**src/rtl/nco_wave_gen.sv**
```systemverilog
// ---------------------------------------------------------------------------
// nco_wave_gen
//   Sample source for the PWM audio DAC. A phase accumulator advances by the
//   frequency control word (fcw) on every dac next_sample pulse while running,
//   and the top CODE_WIDTH bits of the new phase are shaped into a square,
//   sawtooth or triangle code. Pitch, waveform and run/pause are driven by
//   one-cycle debounced button pulses.
//
// Ports
//   clk          in   1            system clock
//   rst_n        in   1            asynchronous active-low reset
//   next_sample  in   1            one-cycle pulse from dac: advance one sample
//   buttons      in   4            one-cycle presses: [0] up, [1] down,
//                                  [2] wave, [3] run/pause
//   code         out  CODE_WIDTH   sample code to dac (registered)
//   fcw          out  PHASE_WIDTH  current frequency control word (registered)
//   wave_sel     out  2            0 square, 1 saw, 2 triangle (registered)
//   running      out  1            1 = accumulator advancing (registered)
// ---------------------------------------------------------------------------
module nco_wave_gen #(
   parameter int unsigned             CODE_WIDTH  = 10,
   parameter int unsigned             PHASE_WIDTH = 24,
   parameter logic [PHASE_WIDTH-1:0]  FCW_INIT    = 24'd75591,
   parameter logic [PHASE_WIDTH-1:0]  FCW_STEP    = 24'd1024,
   parameter logic [PHASE_WIDTH-1:0]  FCW_MIN     = 24'd1024,
   parameter logic [PHASE_WIDTH-1:0]  FCW_MAX     = 24'd4194304,
   parameter logic [CODE_WIDTH-1:0]   SQ_AMP      = 10'd255
) (
   input  logic                   clk,
   input  logic                   rst_n,
   input  logic                   next_sample,
   input  logic [3:0]             buttons,
   output logic [CODE_WIDTH-1:0]  code,
   output logic [PHASE_WIDTH-1:0] fcw,
   output logic [1:0]             wave_sel,
   output logic                   running
);

   localparam int unsigned EXT_WIDTH = PHASE_WIDTH + 1;

   localparam logic [CODE_WIDTH-1:0] MID   = {1'b1, {(CODE_WIDTH-1){1'b0}}};
   localparam logic [CODE_WIDTH-1:0] SQ_HI = MID + SQ_AMP;
   localparam logic [CODE_WIDTH-1:0] SQ_LO = MID - SQ_AMP;

   typedef enum logic [1:0] {
      WAVE_SQUARE = 2'd0,
      WAVE_SAW    = 2'd1,
      WAVE_TRI    = 2'd2
   } wave_e;

   typedef enum logic {
      RUN_PAUSE = 1'b0,
      RUN_RUN   = 1'b1
   } run_e;

   // Button decode
   logic btn_up;
   logic btn_down;
   logic btn_wave;
   logic btn_run;

   assign btn_up   = buttons[0];
   assign btn_down = buttons[1];
   assign btn_wave = buttons[2];
   assign btn_run  = buttons[3];

   wave_e wave_q;
   wave_e wave_d;
   run_e  run_q;
   run_e  run_d;

   logic [PHASE_WIDTH-1:0] acc_q;
   logic [PHASE_WIDTH-1:0] acc_d;
   logic [PHASE_WIDTH-1:0] fcw_q;
   logic [PHASE_WIDTH-1:0] fcw_d;
   logic [CODE_WIDTH-1:0]  code_q;
   logic [CODE_WIDTH-1:0]  code_d;

   // Waveform FSM state register
   always_ff @(posedge clk or negedge rst_n) begin
      if (!rst_n) begin
         wave_q <= WAVE_SQUARE;
      end else begin
         wave_q <= wave_d;
      end
   end

   // Waveform FSM next state; the unused encoding falls back to square
   always_comb begin
      wave_d = wave_q;
      case (wave_q)
         WAVE_SQUARE: if (btn_wave) wave_d = WAVE_SAW;
         WAVE_SAW:    if (btn_wave) wave_d = WAVE_TRI;
         WAVE_TRI:    if (btn_wave) wave_d = WAVE_SQUARE;
         default:     wave_d = WAVE_SQUARE;
      endcase
   end

   // Run/pause FSM state register
   always_ff @(posedge clk or negedge rst_n) begin
      if (!rst_n) begin
         run_q <= RUN_RUN;
      end else begin
         run_q <= run_d;
      end
   end

   // Run/pause FSM next state
   always_comb begin
      run_d = run_q;
      case (run_q)
         RUN_RUN:   if (btn_run) run_d = RUN_PAUSE;
         RUN_PAUSE: if (btn_run) run_d = RUN_RUN;
         default:   run_d = RUN_RUN;
      endcase
   end

   // FCW update: one bit of headroom so neither the sum nor the difference wraps
   logic [EXT_WIDTH-1:0]   fcw_up_sum;
   logic [EXT_WIDTH-1:0]   fcw_dn_diff;
   logic [PHASE_WIDTH-1:0] fcw_up_val;
   logic [PHASE_WIDTH-1:0] fcw_dn_val;

   always_comb begin
      fcw_up_sum  = {1'b0, fcw_q} + {1'b0, FCW_STEP};
      fcw_dn_diff = {1'b0, fcw_q} - {1'b0, FCW_STEP};

      if (fcw_up_sum > {1'b0, FCW_MAX}) begin
         fcw_up_val = FCW_MAX;
      end else begin
         fcw_up_val = fcw_up_sum[PHASE_WIDTH-1:0];
      end

      // MSB set means the subtraction went negative
      if (fcw_dn_diff[PHASE_WIDTH] || (fcw_dn_diff < {1'b0, FCW_MIN})) begin
         fcw_dn_val = FCW_MIN;
      end else begin
         fcw_dn_val = fcw_dn_diff[PHASE_WIDTH-1:0];
      end

      fcw_d = fcw_q;
      case ({btn_down, btn_up})
         2'b01:   fcw_d = fcw_up_val;
         2'b10:   fcw_d = fcw_dn_val;
         default: fcw_d = fcw_q;
      endcase
   end

   // Phase advance and wave shaping from the post-advance phase
   logic [PHASE_WIDTH-1:0] acc_nxt;
   logic [CODE_WIDTH-1:0]  phase;
   logic [CODE_WIDTH-1:0]  shaped;

   always_comb begin
      acc_nxt = acc_q + fcw_q;
      phase   = acc_nxt[PHASE_WIDTH-1 -: CODE_WIDTH];

      shaped = MID;
      case (wave_q)
         WAVE_SQUARE: shaped = phase[CODE_WIDTH-1] ? SQ_HI : SQ_LO;
         WAVE_SAW:    shaped = phase;
         // Fold the upper half down so the ramp peaks at the half-way phase
         WAVE_TRI:    shaped = phase[CODE_WIDTH-1] ? {~phase[CODE_WIDTH-2:0], 1'b0}
                                                   : { phase[CODE_WIDTH-2:0], 1'b0};
         default:     shaped = MID;
      endcase
   end

   // Next accumulator and code; pause freezes phase and parks code at mid-scale
   always_comb begin
      acc_d  = acc_q;
      code_d = code_q;
      if (run_q == RUN_PAUSE) begin
         code_d = MID;
      end else if (next_sample) begin
         acc_d  = acc_nxt;
         code_d = shaped;
      end
   end

   // Datapath registers
   always_ff @(posedge clk or negedge rst_n) begin
      if (!rst_n) begin
         acc_q  <= '0;
         fcw_q  <= FCW_INIT;
         code_q <= MID;
      end else begin
         acc_q  <= acc_d;
         fcw_q  <= fcw_d;
         code_q <= code_d;
      end
   end

   assign code     = code_q;
   assign fcw      = fcw_q;
   assign wave_sel = wave_q;
   assign running  = (run_q == RUN_RUN);

endmodule

```
**config.mk**
```make
export PLATFORM = sky130hd
export DESIGN_NAME = nco_wave_gen
export DESIGN_NICKNAME = d
export VERILOG_FILES = /design/src/rtl/nco_wave_gen.sv
export SDC_FILE = /design/constraint.sdc
export NUM_CORES = 1
export LEC_CHECK = 0
export CELL_PAD_IN_SITES_DETAIL_PLACEMENT = 2
export CELL_PAD_IN_SITES_GLOBAL_PLACEMENT = 2
export CORE_MARGIN = 2
export CORE_UTILIZATION = 35
export CTS_CLUSTER_DIAMETER = 40
export CTS_CLUSTER_SIZE = 12
export DETAILED_ROUTE_END_ITERATION = 10
export HOLD_SLACK_MARGIN = 0.08
export PLACE_DENSITY_LB_ADDON = 0.1
export SKIP_CTS_REPAIR_TIMING = 1
export SLEW_MARGIN = 20
export SYNTH_ARGS = -nofsm -noshare
export SYNTH_HDL_FRONTEND = slang
export SYNTH_SLANG_ARGS = --single-unit
```
**constraint.sdc**
```tcl
create_clock -name clk -period 4.25 [get_ports clk]
set_input_delay 1.0625 -clock clk [delete_from_list [all_inputs] [get_ports clk]]
set_output_delay 1.0625 -clock clk [all_outputs]
set_load 0.02 [all_outputs]
```
Word-level counts from Yosys, hierarchy flattened
Index checks and enable logic that the tools add are counted.
{"block": "op_classes", "bitwise": 2, "reduce_logical": 5, "mux": 15, "eq_ne": 8, "n_shift": 0, "order_cmp": 2, "addsub": 3, "n_div": 0, "mul": 0}
{"op": "$mux W24", "n": 2}
{"op": "$pmux W24 S2", "n": 1}
{"op": "$mux W10", "n": 4}
{"op": "$pmux W10 S3", "n": 1}
{"op": "$add A24 B11 Y25 const B", "n": 1}
{"op": "$gt A25 B23 Y1 const B", "n": 1}
{"op": "$lt A25 B11 Y1 const B", "n": 1}
{"op": "$sub A24 B11 Y25 const B", "n": 1}
{"op": "$add A24 B24 Y24", "n": 1}
{"op": "$not A9 Y9", "n": 1}
{"op": "$ne A2 B2 Y1 const B", "n": 4}
{"op": "$mux W2", "n": 3}
{"op": "$pmux W2 S3", "n": 1}
{"op": "$eq A2 B1 Y1 const B", "n": 2}
{"op": "$eq A2 B2 Y1 const B", "n": 2}
{"op": "$reduce_and A3 Y1", "n": 1}
{"op": "$logic_not A2 Y1", "n": 1}
{"op": "$mux W1", "n": 2}
{"op": "$pmux W1 S2", "n": 1}
{"op": "$reduce_and A2 Y1", "n": 1}
{"op": "$reduce_bool A2 Y1", "n": 1}
{"op": "$logic_or A1 B1 Y1", "n": 1}
{"op": "$not A1 Y1", "n": 1}
{"block": "word_totals", "in_bits": 7, "reg_bits": 61, "mem_count": 0, "romBits": 0, "latchBits": 0, "mem_bits_rw": 0}

Logic depth before layout (Yosys ltp)
{"block": "depth", "depth_word": 6, "depth_mapped": 12, "ltp_nobuf": 11}

Worst setup path before layout
Ideal clock, no wire load.
{"block": "synth_timing", "path_kind": "reg-to-reg", "from": "reg fcw_q[8], in the netlist fcw[8]", "to": "reg code_q[7], in the netlist code[7]", "setup_time_ns": 0.082, "synth_period_minus_slack_ns": 3.036, "path_slack_ns": 1.214, "path_stages_with_launch": 10, "arrival_time_ns": 2.954, "cell_sequence": "dfstp_2 > ha_1 > a31o_1 > a2111oi_2 > a211oi_2 > a2111oi_4 > nor2_2 > xnor2_2 > or3_1 > a31oi_1"}
{"block": "synth_via", "elab_chain_len": 6}
{"item": "start: declaration", "line_no": "74", "source": "logic [PHASE_WIDTH-1:0] fcw_q;"}
{"item": "start signal: assignment", "line_no": "189", "source": "fcw_q <= fcw_d;"}
{"item": "$add A24 B24 Y24 *", "line_no": "155", "source": "acc_nxt = acc_q + fcw_q;"}
{"item": "$not A9 Y9", "line_no": "163", "source": "WAVE_TRI: shaped = phase[CODE_WIDTH-1] ? {~phase[CODE_WIDTH-2:0], 1'b0}"}
{"item": "$mux W10", "line_no": "163"}
{"item": "$pmux W10 S3 *", "line_no": "159", "source": "case (wave_q)"}
{"item": "$mux W10 *", "line_no": "175", "source": "end else if (next_sample) begin"}
{"item": "$mux W10 *", "line_no": "173", "source": "if (run_q == RUN_PAUSE) begin"}
{"item": "end signal: assignment", "line_no": "190", "source": "code_q <= code_d;"}
{"item": "end: declaration", "line_no": "76", "source": "logic [CODE_WIDTH-1:0] code_q;"}
Mark *: on every way between the ends. The rest lies on a longest branch, timed or not. The select of a mux whose other input is x is not followed.
A chain may end at the register's enable or synchronous reset.

Final worst setup path
{"block": "layout_timing", "from": "reg fcw_q[12], in the netlist fcw[12]", "to": "reg code_q[1], in the netlist code[1]"}
The elaborated chain is that of the path after synthesis.

==> summary.md <==
| Metric | Value |
|---|---|
| # DRC | `0` |
| Crit path max-delay family | `compound AO/OA/AOI/OAI gates` |
| Final setup margin | `0.802 ns` |
| CP dominant cell by count | `a21oi_1` |
| Number of cell rows | `40` |
| Signal arrival time at the worst endpoint | `~3.6 ns` |
| CTS tree | `yes` |
| Max incr delay on CP | `0.74 ns` |
| Starting Density | `0.359` |
| Pre-CTS WS | `0.780 ns` |
| Pin count of the biggest net entering global routing | `32` |
| Total power | `3.96 mW` |
| Vias | `3,961` |
| Via-per-instance ratio | `5.91` |
| H-tree Lvls | `2` |
| Setup_tns | `0 ns` |
| Beginning of the critical path | `fcw[12]` |
| GRT Overall Usage | `0.219` |
| Worst path slowest cell | `dfrtp_1` |
| Post-Synth Simple-Gate Area | `0.204` |
| EDFF count, synth | `0` |
| Reg-to-reg startpoint | `fcw[12]` |
| Power Density | `806 mW/mm^2` |
| Min Clock Period, post-route | `3.45 ns` |
| VDD IR max | `approximately 270 uV` |
| Crit start category | `flop` |
| Largest family of logic cells by synthesized area | `compound AO/OA/AOI/OAI gates` |
| 1st-pass router iterations | `4` |
| Async SR Flop Fraction | `1.00` |
| Mux cell area share after synthesis | `0.0194` |
| Max_cap viols | `0` |
| Sequential fraction of the synthesis area | `0.303` |
| Crit path capture type | `flop` |
| Ratio of cells with drive above 1 in the final layout | `0.0937` |
| Post-Synth XOR/XNOR Area | `0.0525` |
| Design area | `0.00492 sq mm` |
| # diodes | `0` |
| Crit path required time | `around 4.4 ns` |
| Unrepaired setup endpoints after global routing | `false` |
| Worst Path Buf+Inv | `1` |
| CTS Buf Count | `5` |
| Hold Vio Cnt, Final | `0` |
| GRT overflow | `0` |
| Status | `completed` |
| WL final | `about 14,000 um` |
| RePlAce Congestion | `0.826` |
| Sink Count | `52` |
| Worst hold path class | `reg -> reg` |
| Peak Freq | `around 290 MHz` |
| Slew Limit Fails | `0` |
| Area delta synth->final | `13.9%` |
| Layout Nets | `553` |
| Tcrit/Tclk final | `0.811` |
| CP Cell Sequence | `ha_1 -> and4_1 -> a21oi_1 -> o2111ai_1 -> o211a_1 -> a211oi_4 -> buf_4 -> nor3_1 -> a311oi_1 -> a21oi_1` |
| Final setup violation count | `0` |
| I/O Buffers | `39` |
| Worst Min Path Start | `acc_q[21]` |
| Mapped cell area | `0.00432 sq mm` |
| DRT iter0 DRCs | `roughly 120` |
| #FFs+latches synth | `52` |
| Clk pin slew, worst setup/hold paths | `0.07 ns` |
| Compound-Gate Fraction of Synth Area | `0.284` |
| Die Span X | `115 um` |
| Die Area | `between 0.01 and 0.015 sq mm` |
| Synth Instances | `505` |
| Root buffer cell | `clkbuf_16` |
| CP Max Fanout | `17` |
| Max-slew headroom | `0.283` |
| Cell variety after synth | `84` |
| Syn Area/Cell | `8.55 sq um` |
| Vias in the first global route | `4,416` |
| Worst Tran Pin Value | `1.08 ns` |
| Core area | `0.0120 sq mm` |
| First-pass GRT wire length | `23,100 um` |
| Worst-case clock buffer depth | `2` |
| Clk_lat worst skew | `0.30 ns` |
| Ports | `44` |
| Initial antenna violation count | `0` |
| Final ANT Viol Nets | `0` |
| Leakage | `roughly 2.1 nW` |
| Yosys Warn Count | `0` |
| Post-Synth Adder-Cell Area | `0.0713` |
| Per-cell routed wire length | `~20 um` |
| Final worst clock skew | `about 0.0044 ns` |
| Die height | `115 um` |
| Primary FF master, synth | `dfrtp_1` |
| Placed inst area | `0.00473 sq mm` |
| DP Wirelength | `about 10,000 um` |
| Type of the worst setup path | `reg -> reg` |
==> synthesized netlist by cell type, types with 13 or more instances <==
cell	n	area (sq um)
nor2_1	35	131
o21ai_0	47	235
a21o_1	13	97.6
inv_1	16	60.1
clkbuf_1	14	52.6
buf_4	13	97.6
xor2_1	14	123
ha_1	23	288
a21oi_1	28	140
nand2_1	54	203
dfrtp_1	46	1150
==> final cells by class <==
type                            count  area (sq um)
Timing Repair Buffer               46           438
Fill cell                        1390          7100
Tap cell                          147           184
Sequential cell                    52          1310
Clock inverter                      1          30.0
Clock buffer                        7           153
Multi-Input combinational cell    400          2740
Inverter                           17          63.8
==> through the flow <==
step           instances   util  hold slack, ns
2_1_floorplan        508      -           0.454
3_3_place_gp         662  0.394           0.467
3_5_place_dp         662  0.394           0.480
4_1_cts              670  0.409           0.502
5_1_grt              670  0.409           0.542
6_report             670  0.409           0.493
==> cells by family after synthesis <==
group,Yosys count
compound gates,171
flops,52
xor+xnor,25
mux,8
other cells,1
simple gates,168
buf+inv,56
fa+ha+maj,24
==> final timing paths <==
path                       slack (ns)  cells after the start        end
min in group asynchronous        0.76                      1   acc_q[6]
max                              0.80                     10    code[1]
min reg2reg                      0.49                      2  acc_q[21]
max reg2reg                      0.80                     10    code[1]
max in group asynchronous        2.61                      2    fcw[13]
min                              0.49                      2  acc_q[21]
==> routing by layer <==
| metal | track usage | share of wire | wire, um |
|---|---|---|---|
| met1 | 0.269 | 0.45 | 6190 |
| met2 | 0.401 | 0.52 | 7060 |
| met3 | 0.0343 | 0.019 | 257 |
| met4 | 0.0482 | 0.013 | 172 |
| met5 | 0 | 0 | 0 |
==> registers in the layout (all words and copies together), names as in the netlist <==
signal,cells
fcw,15
code,10
running,1
acc_q,24
wave_sel,2
==> placed cells by master (no fill, tap or decap), types with 6 or more instances in the layout <==
| cell type | netlist | layout |
|---|---|---|
| a21o_1 | 13 | 13 |
| xnor2_1 | 10 | 10 |
| ha_1 | 23 | 23 |
| buf_4 | 13 | 7 |
| and3_1 | 7 | 7 |
| nand3_1 | 12 | 12 |
| nor2_1 | 35 | 35 |
| dfrtp_1 | 46 | 46 |
| xor2_1 | 14 | 14 |
| a21oi_1 | 28 | 28 |
| or3_1 | 6 | 6 |
| a221o_1 | 6 | 6 |
| o21ai_0 | 47 | 47 |
| nand2_1 | 54 | 54 |
| nor3_1 | 12 | 12 |
| dfstp_2 | 6 | 6 |
| clkdlybuf4s50_1 | 0 | 38 |
| a31oi_1 | 9 | 9 |
| nand4_1 | 7 | 7 |
| inv_1 | 16 | 16 |
| a22o_1 | 11 | 11 |
==> tightest hold or removal path, cell delays in order (launching register included) <==
cell and delay (ns):
dfrtp_1 0.35, nand2_1 0.05, o21ai_0 0.06
==> where the power goes <==
group / switching (mW) / total (mW) / internal, mW / leakage [nW]
sequential: 0.376 / 1.08 / 0.704 / 0.661
combinational: 1.40 / 2.37 / 0.971 / 1.32
clock: 0.199 / 0.509 / 0.311 / 0.0901
(Power assumes the default switching activity.)
